$ cat src/rtl/pipe_pkg.sv
// Shared pipeline definitions: NOP encodings, control-word field layout and per-stage bubble constants.
package pipe_pkg;

    localparam logic [31:0] NOP_INSTR = 32'h0000_0013;

    localparam int CTRL_W_DEFAULT = 16;

    // Control-word layout, low bit first; bit 15 is spare.
    localparam int ALUSRCA_OFS  = 0;
    localparam int ALUSRCA_W    = 1;
    localparam int ALUSRCB_OFS  = 1;
    localparam int ALUSRCB_W    = 1;
    localparam int WBSEL_OFS    = 2;
    localparam int WBSEL_W      = 2;
    localparam int IMMSEL_OFS   = 4;
    localparam int IMMSEL_W     = 3;
    localparam int MEMWREN_OFS  = 7;
    localparam int MEMWREN_W    = 1;
    localparam int REGWREN_OFS  = 8;
    localparam int REGWREN_W    = 1;
    localparam int LOADTYPE_OFS = 9;
    localparam int LOADTYPE_W   = 3;
    localparam int MEMSIZE_OFS  = 12;
    localparam int MEMSIZE_W    = 2;
    localparam int HALT_OFS     = 14;
    localparam int HALT_W       = 1;

    typedef enum logic [1:0] {
        WB_ALU = 2'd0,
        WB_MEM = 2'd1,
        WB_PC4 = 2'd2
    } wbsel_e;

    localparam logic [CTRL_W_DEFAULT-1:0] NOP_CTRL_ID  = '0;
    localparam logic [CTRL_W_DEFAULT-1:0] NOP_CTRL_EX  = '0;
    localparam logic [CTRL_W_DEFAULT-1:0] NOP_CTRL_MEM = '0;
    localparam logic [CTRL_W_DEFAULT-1:0] NOP_CTRL_WB  = '0;

    // A bubble must never write the register file or memory.
    function automatic logic ctrlIsSafeNop(input logic [CTRL_W_DEFAULT-1:0] ctrl);
        return !ctrl[MEMWREN_OFS] && !ctrl[REGWREN_OFS];
    endfunction

endpackage

$ cat src/rtl/pipe_slot.sv
// One payload+valid register; clear wins over load and returns the payload to its bubble value.
module pipe_slot #(
    parameter int W = 48,
    parameter logic [W-1:0] RESET_VAL = '0
) (
    input  logic         CLK,
    input  logic         RST,
    input  logic         i_load,
    input  logic         i_clear,
    input  logic [W-1:0] i_data,
    output logic         o_valid,
    output logic [W-1:0] o_data
);

    logic         r_valid;
    logic [W-1:0] r_data;

    always_ff @(negedge CLK) begin
        if (RST || i_clear) begin
            r_valid <= 1'b0;
            r_data  <= RESET_VAL;
        end else if (i_load) begin
            r_valid <= 1'b1;
            r_data  <= i_data;
        end
    end

    assign o_valid = r_valid;
    assign o_data  = r_data;

endmodule

$ cat src/rtl/pipe_stage_reg.sv
// Elastic pipeline-stage register with optional skid slot, flush-to-bubble, NEW flag and stall counter.
module pipe_stage_reg
    import pipe_pkg::*;
#(
    parameter int DATA_W = 32,
    parameter int CTRL_W = 16,
    parameter logic [DATA_W-1:0] NOP_DATA = DATA_W'(NOP_INSTR),
    parameter logic [CTRL_W-1:0] NOP_CTRL = '0,
    parameter int SKID = 1,
    parameter int CNT_W = 16
) (
    input  logic              CLK,
    input  logic              RST,
    input  logic              flush,
    input  logic              in_valid,
    output logic              in_ready,
    input  logic [DATA_W-1:0] in_data,
    input  logic [CTRL_W-1:0] in_ctrl,
    output logic              out_valid,
    input  logic              out_ready,
    output logic [DATA_W-1:0] out_data,
    output logic [CTRL_W-1:0] out_ctrl,
    output logic              out_bubble,
    output logic              NEW,
    output logic [1:0]        occupancy,
    output logic [CNT_W-1:0]  stall_cnt
);

    localparam int SLOT_W = DATA_W + CTRL_W;
    localparam logic [SLOT_W-1:0] NOP_SLOT = {NOP_DATA, NOP_CTRL};

    logic              w_mainValid;
    logic              w_skidValid;
    logic [SLOT_W-1:0] w_mainData;
    logic [SLOT_W-1:0] w_skidData;
    logic [SLOT_W-1:0] w_mainNext;
    logic              w_inReady;
    logic              w_accIn;
    logic              w_accOut;
    logic              w_mainLoad;
    logic              w_mainClear;
    logic              w_skidLoad;
    logic              w_skidClear;

    logic              r_new;
    logic [CNT_W-1:0]  r_stallCnt;

    // The skid entry is always older than anything upstream, so it refills main first.
    always_comb begin
        w_inReady   = (SKID != 0) ? !w_skidValid : (!w_mainValid || out_ready);
        w_accIn     = in_valid && w_inReady;
        w_accOut    = w_mainValid && out_ready;
        w_mainLoad  = !flush && ((w_skidValid && out_ready) ||
                                 (w_accIn && (!w_mainValid || out_ready)));
        w_mainNext  = w_skidValid ? w_skidData : {in_data, in_ctrl};
        w_mainClear = flush || (w_accOut && !w_mainLoad);
        w_skidLoad  = !flush && w_accIn && w_mainValid && !out_ready;
        w_skidClear = flush || (w_skidValid && out_ready);
    end

    pipe_slot #(.W(SLOT_W), .RESET_VAL(NOP_SLOT)) u_main (
        .CLK     (CLK),
        .RST     (RST),
        .i_load  (w_mainLoad),
        .i_clear (w_mainClear),
        .i_data  (w_mainNext),
        .o_valid (w_mainValid),
        .o_data  (w_mainData)
    );

    if (SKID != 0) begin : g_skid
        pipe_slot #(.W(SLOT_W), .RESET_VAL(NOP_SLOT)) u_skid (
            .CLK     (CLK),
            .RST     (RST),
            .i_load  (w_skidLoad),
            .i_clear (w_skidClear),
            .i_data  ({in_data, in_ctrl}),
            .o_valid (w_skidValid),
            .o_data  (w_skidData)
        );
    end else begin : g_noSkid
        assign w_skidValid = 1'b0;
        assign w_skidData  = NOP_SLOT;
    end

    // NEW drops on any accepted input, even one a flush then discards.
    always_ff @(negedge CLK) begin
        if (RST) begin
            r_new      <= 1'b1;
            r_stallCnt <= '0;
        end else begin
            if (w_accIn)
                r_new <= 1'b0;
            if (in_valid && !w_inReady && (r_stallCnt != {CNT_W{1'b1}}))
                r_stallCnt <= r_stallCnt + CNT_W'(1);
        end
    end

    assign in_ready   = w_inReady;
    assign out_valid  = w_mainValid;
    assign out_data   = w_mainData[SLOT_W-1:CTRL_W];
    assign out_ctrl   = w_mainData[CTRL_W-1:0];
    assign out_bubble = !w_mainValid;
    assign occupancy  = {1'b0, w_mainValid} + {1'b0, w_skidValid};
    assign NEW        = r_new;
    assign stall_cnt  = r_stallCnt;

endmodule

$ cat config.mk
export PLATFORM = sky130hd
export DESIGN_NAME = pipe_stage_reg
export DESIGN_NICKNAME = d
export VERILOG_FILES = /design/src/rtl/pipe_pkg.sv /design/src/rtl/pipe_slot.sv /design/src/rtl/pipe_stage_reg.sv
export SDC_FILE = /design/constraint.sdc
export NUM_CORES = 1
export LEC_CHECK = 0
export CORE_UTILIZATION = 45
export CTS_BUF_LIST = sky130_fd_sc_hd__clkbuf_4 sky130_fd_sc_hd__clkbuf_8
export DETAILED_ROUTE_END_ITERATION = 16
export PLACE_DENSITY_LB_ADDON = 0.1
export SLEW_MARGIN = 25
export SYNTH_ARGS = -nofsm -noshare
export SYNTH_HDL_FRONTEND = slang
export SYNTH_SLANG_ARGS = --single-unit
$ cat constraint.sdc
create_clock -name CLK -period 1.7 [get_ports CLK]
set_input_delay 0.34 -clock CLK [delete_from_list [all_inputs] [get_ports CLK]]
set_output_delay 0.34 -clock CLK [all_outputs]
set_load 0.03 [all_outputs]
==> metrics.md, run 1 <==
| Metric | Value |
|---|---|
| Largest cells by area after synthesis | `dfxtp_1 48%, mux2i_1 9.7%, nand2_1 8.1%` |
| Die Wd | `105 um` |
| Largest area contributor in the netlist | `dfxtp_1` |
| Die Span Y | `105 um` |
| Synthesized area per cell | `8.70 um^2` |
| #FFs+latches synth | `115` |
| CTS Hold Bufs | `0` |
| Cell area after synthesis | `4760 um^2` |
| Yosys warning count | `0` |
| Post-synth top area share | `48.4%` |
| Synth Instances | `547` |
| Largest net degree at the start of global routing | `40` |
| Final RePlAce weighted congestion | `0.800` |
| Total global routing overflow | `599` |
| Status | `stopped before the end` |
| Mapped Nets | `602` |
| Detailed placement HPWL | `8090 um` |
| Clock buffer depth | `2` |
| Synth cell types | `38` |
| Run Error | `[ERROR GRT-0232] Routing congestion too high. Check the congestion heatmap in the GUI.` |
| # IOs | `123` |
| Std-Cell Rows | `37` |
| CTS Sinks | `115` |
| Failed at | `global routing (5_1_grt)` |
| Gr usage total | `91.0%` |
| Number of H-tree levels | `4` |
| Top_reg_cell synth | `dfxtp_1` |
| Worst_ep grt | `occupancy[0]` |
| Dominant cell by count in the synthesized netlist | `dfxtp_1` |
| Initial Util | `46.3%` |
| Post-synth top cells | `115 x dfxtp_1, 103 x nand2_1, 57 x a21oi_1` |
| Async S/R FF share, synth | `0%` |
| Num CTS Buffers | `17` |
| Cell total after placement | `813` |
| Port Buf Inserts | `122` |
| Root Buffer | `clkbuf_8` |
| Sequential element share of the synthesized area | `48.4%` |
| WEP type | `top-level output` |
| Post-synth EDFFs | `0` |
-- routing by layer --
metal  track usage (%)  overflow
met5              9.05         0
met4               107       177
met3              67.2         3
met2               117       416
met1              85.1         3
-- cells by family after synthesis --
group / share of synthesized area, %
adders and majority gates: 0.526
buffers and inverters: 4.05
DFF: 48.4
AOI/OAI and AO/OA: 16.3
and+or+nand+nor: 19.7
muxes: 11.1
-- through the flow --
step	instance area (um^2)	hold slack, ps	worst slack, ps
4_1_cts	9160	448	-694
3_5_place_dp	6430	446	-1270
3_3_place_gp	6430	439	-1250
2_1_floorplan	5010	433	-537
-- repair_timing --
item	CTS
setup endpoints to repair	185
setup buffers	50
hold endpoints to repair	0
gates cloned	22
gates resized for setup	291
pin swaps	71
==> run 2, diff against run 1 <==
--- a/config.mk
+++ b/config.mk
@@ -5,10 +5,9 @@
 export SDC_FILE = /design/constraint.sdc
 export NUM_CORES = 1
 export LEC_CHECK = 0
-export CORE_UTILIZATION = 45
-export CTS_BUF_LIST = sky130_fd_sc_hd__clkbuf_4 sky130_fd_sc_hd__clkbuf_8
+export CORE_UTILIZATION = 30
 export DETAILED_ROUTE_END_ITERATION = 16
-export PLACE_DENSITY_LB_ADDON = 0.1
+export PLACE_DENSITY_LB_ADDON = 0.15
 export SLEW_MARGIN = 25
 export SYNTH_ARGS = -nofsm -noshare
 export SYNTH_HDL_FRONTEND = slang
==> constraint.sdc (replaced) <==
create_clock -name CLK -period 2.2 [get_ports CLK]
set_input_delay 0.44 -clock CLK [delete_from_list [all_inputs] [get_ports CLK]]
set_output_delay 0.44 -clock CLK [all_outputs]
set_load 0.03 [all_outputs]
==> metrics.md, run 2 <==
| Metric | Value |
|---|---|
| Post-synth top area share | `48.4% (unchanged)` |
| Crit path DAT | `2270 ps` |
| Final worst slack | `-505 ps` |
| Pint | `4.70 mW` |
| Startpoint types | `register` |
| Status | `finished with violations` |
| Synthesized area per cell | `8.70 um^2 (unchanged)` |
| Post-Synth Adder-Cell Area | `0.526% (unchanged)` |
| Sequential element share of the synthesized area | `48.4% (unchanged)` |
| Final RePlAce weighted congestion | `0.814 (+1.6%)` |
| Post-synth top cells | `115 x dfxtp_1, 103 x nand2_1, 57 x a21oi_1` |
| WS Path Type | `reg -> out` |
| Post-Route WL | `17400 um` |
| Reg clk slew, reported paths | `30 ps` |
| Vias per Instance | `4.87` |
| #FFs+latches synth | `115 (unchanged)` |
| Place WS | `-1170 ps (+105 ps)` |
| Total global routing overflow | `0` |
| Crit end category | `primary output` |
| Crit path max fanout | `3` |
| Commonest non-fill, non-tap cell in the layout | `inv_1` |
| PD cells | `688 nW/um^2` |
| Main combinational cell family by area after synthesis | `simple AND/OR/NAND/NOR gates` |
| Clock Latency Late Sink | `450 ps` |
| # IOs | `123 (unchanged)` |
| HP Class | `reg -> reg` |
| Largest cells by area after synthesis | `dfxtp_1 48%, mux2i_1 9.7%, nand2_1 8.1%` |
| Vias in the first global route | `5482` |
| Xor and xnor area share after synthesis | `0% (unchanged)` |
| Mux cell area share after synthesis | `11.1% (unchanged)` |
| Detail Route Antenna Nets | `0` |
| # DRC | `0` |
| Failing checks | `negative setup slack` |
| Dominant cell by count in the synthesized netlist | `dfxtp_1` |
| CTS tree | `yes` |
| Worst Path Required | `1760 ps` |
| Clock buffer depth | `2 (unchanged)` |
| CTS Hold Bufs | `0 (unchanged)` |
| Synth Instances | `547 (unchanged)` |
| Max Cap Viol | `0` |
| Num CTS Buffers | `17 (unchanged)` |
| Seq pwr share | `32.5%` |
| Post-synth EDFFs | `0 (unchanged)` |
| Drt first pass iters | `4` |
| Initial Util | `31.0% (-15 points)` |
| Max-slew headroom | `60.5%` |
| Die Span Y | `128 um (+22%)` |
| Pwr Total | `6.66 mW` |
| Commonest non-fill, non-tap cells in the layout | `118 x inv_1, 87 x buf_6, 64 x nand2_1` |
| FILL cells | `1251` |
| Max Slew Vio Count | `0` |
| Combinational Power Share | `11.8%` |
| Slack of the worst reg-to-reg path | `40 ps` |
| Finish-stage setup viols | `168` |
| Root Buffer | `clkbuf_16` |
| Area of the die | `16400 um^2` |
| Top_reg_cell synth | `dfxtp_1` |
| Largest area contributor in the netlist | `dfxtp_1` |
| Maximum VDD drop | `520 uV` |
| DRT iter0 DRCs | `233` |
| Final Skew | `22.8 ps` |
| Number of H-tree levels | `4 (unchanged)` |
| Sw frac | `29.4%` |
| Core area | `15400 um^2` |
| Clk pwr share | `55.6%` |
| Antenna violations before repair | `0` |
| Psw | `1.96 mW` |
| Final net count | `932` |
| DR vias | `5353` |
| Routed WL per cell | `15.8 um` |
| Final hold violations | `0` |
| Antenna diodes | `0` |
| Synth cell types | `38 (unchanged)` |
| Detailed placement HPWL | `8810 um (+8.9%)` |
| Worst Tran Pin Value | `593 ps` |
| Largest net degree at the start of global routing | `33` |
| Yosys warning count | `0 (unchanged)` |
| Compound-Gate Fraction of Synth Area | `16.3% (unchanged)` |
| Die Wd | `128 um (+22%)` |
| CTS Sinks | `115 (unchanged)` |
| Mapped Nets | `602 (unchanged)` |
| Cell area after synthesis | `4760 um^2 (unchanged)` |
| Share of cells above drive strength 1 | `51.7%` |
| First-pass GRT wire length | `26300 um` |
| Port Buf Inserts | `122 (unchanged)` |
| Area Overhead vs Synth | `103%` |
| RSZ-0062 raised after global routing | `true` |
| Gr usage total | `20.9%` |
| Std-Cell Rows | `45 (+22%)` |
| Simple-gate share of the synthesized area | `19.7% (unchanged)` |
| Leak | `4.14 nW` |
| Fin util | `63.0%` |
| Async S/R FF share, synth | `0% (unchanged)` |
## run 2: cell counts after synthesis
No cell type changed its count.
## run 2: power groups by stage
stage,Sequential (mW),Clock [mW],Combinational [mW]
after floorplan,2.25,0.319,0.183
after global placement,2.18,0.319,0.486
after detailed placement,2.18,0.319,0.489
after CTS,2.17,3.79,0.743
after global routing,2.17,4.08,0.825
final,2.17,3.71,0.787
## run 2: path summary, 6_finish.rpt
kind | from | end | depth (start not counted)
hold / removal | g_skid.u_skid.o_data[3] | g_skid.u_skid.o_data[3] | 2
hold reg to reg | g_skid.u_skid.o_data[3] | g_skid.u_skid.o_data[3] | 2
setup reg to reg | g_skid.u_skid.o_valid | stall_cnt[11] | 5
setup / recovery | g_skid.u_skid.o_valid | occupancy[0] | 2
## run 2: area by class of cell
cell class                      instances  area [um^2]  share of cell area (%)
Clock buffer                           17          425                    4.39
Inverter                                4         18.8                   0.194
Multi-Input combinational cell        387         3190                    32.9
Clock inverter                        129          614                    6.35
Tap cell                              211          264                    2.73
Sequential cell                       115         2400                    24.8
Timing Repair Buffer                  237         2770                    28.6
## run 2: metrics by stage
step                      hold WS [ps]  setup TNS, ps  cell area [um^2]  cells
final                              449         -28500              9680   1100
after detailed placement           441        -118730              6510    890
after floorplan                    433         -30590              4990    547
after CTS                          446         -25190              9180   1092
after global placement             441        -115860              6510    890
after global routing               465         -32820              9680   1100
## run 2: repair_timing
item,in CTS,in global routing
endpoints found under the setup margin,185,174
resized for setup,271,147
pin swaps,41,91
gates cloned,17,1
buffers inserted,42,20
## run 2: kinds of logic (layout without fill, tap and decap cells)
| group | after synthesis | in the layout |
|---|---|---|
| flops | 115 | 115 |
| fa+ha+maj | 2 | 2 |
| mux | 52 | 52 |
| buf+inv | 45 | 387 |
| simple gates | 210 | 210 |
| compound gates | 123 | 123 |
## run 2: layer usage
metal / share of wire [%] / track usage, %
met5: 0 / 0
met1: 43 / 24.0
met4: 1.7 / 10.9
met2: 50 / 33.9
met3: 5.0 / 7.85
## run 2: critical path, stage by stage (launching register included)
cell	delay (ps)
dfxtp_4	350
ha_4	260
buf_6	120
No activity file was read; power rests on OpenSTA's default activity.
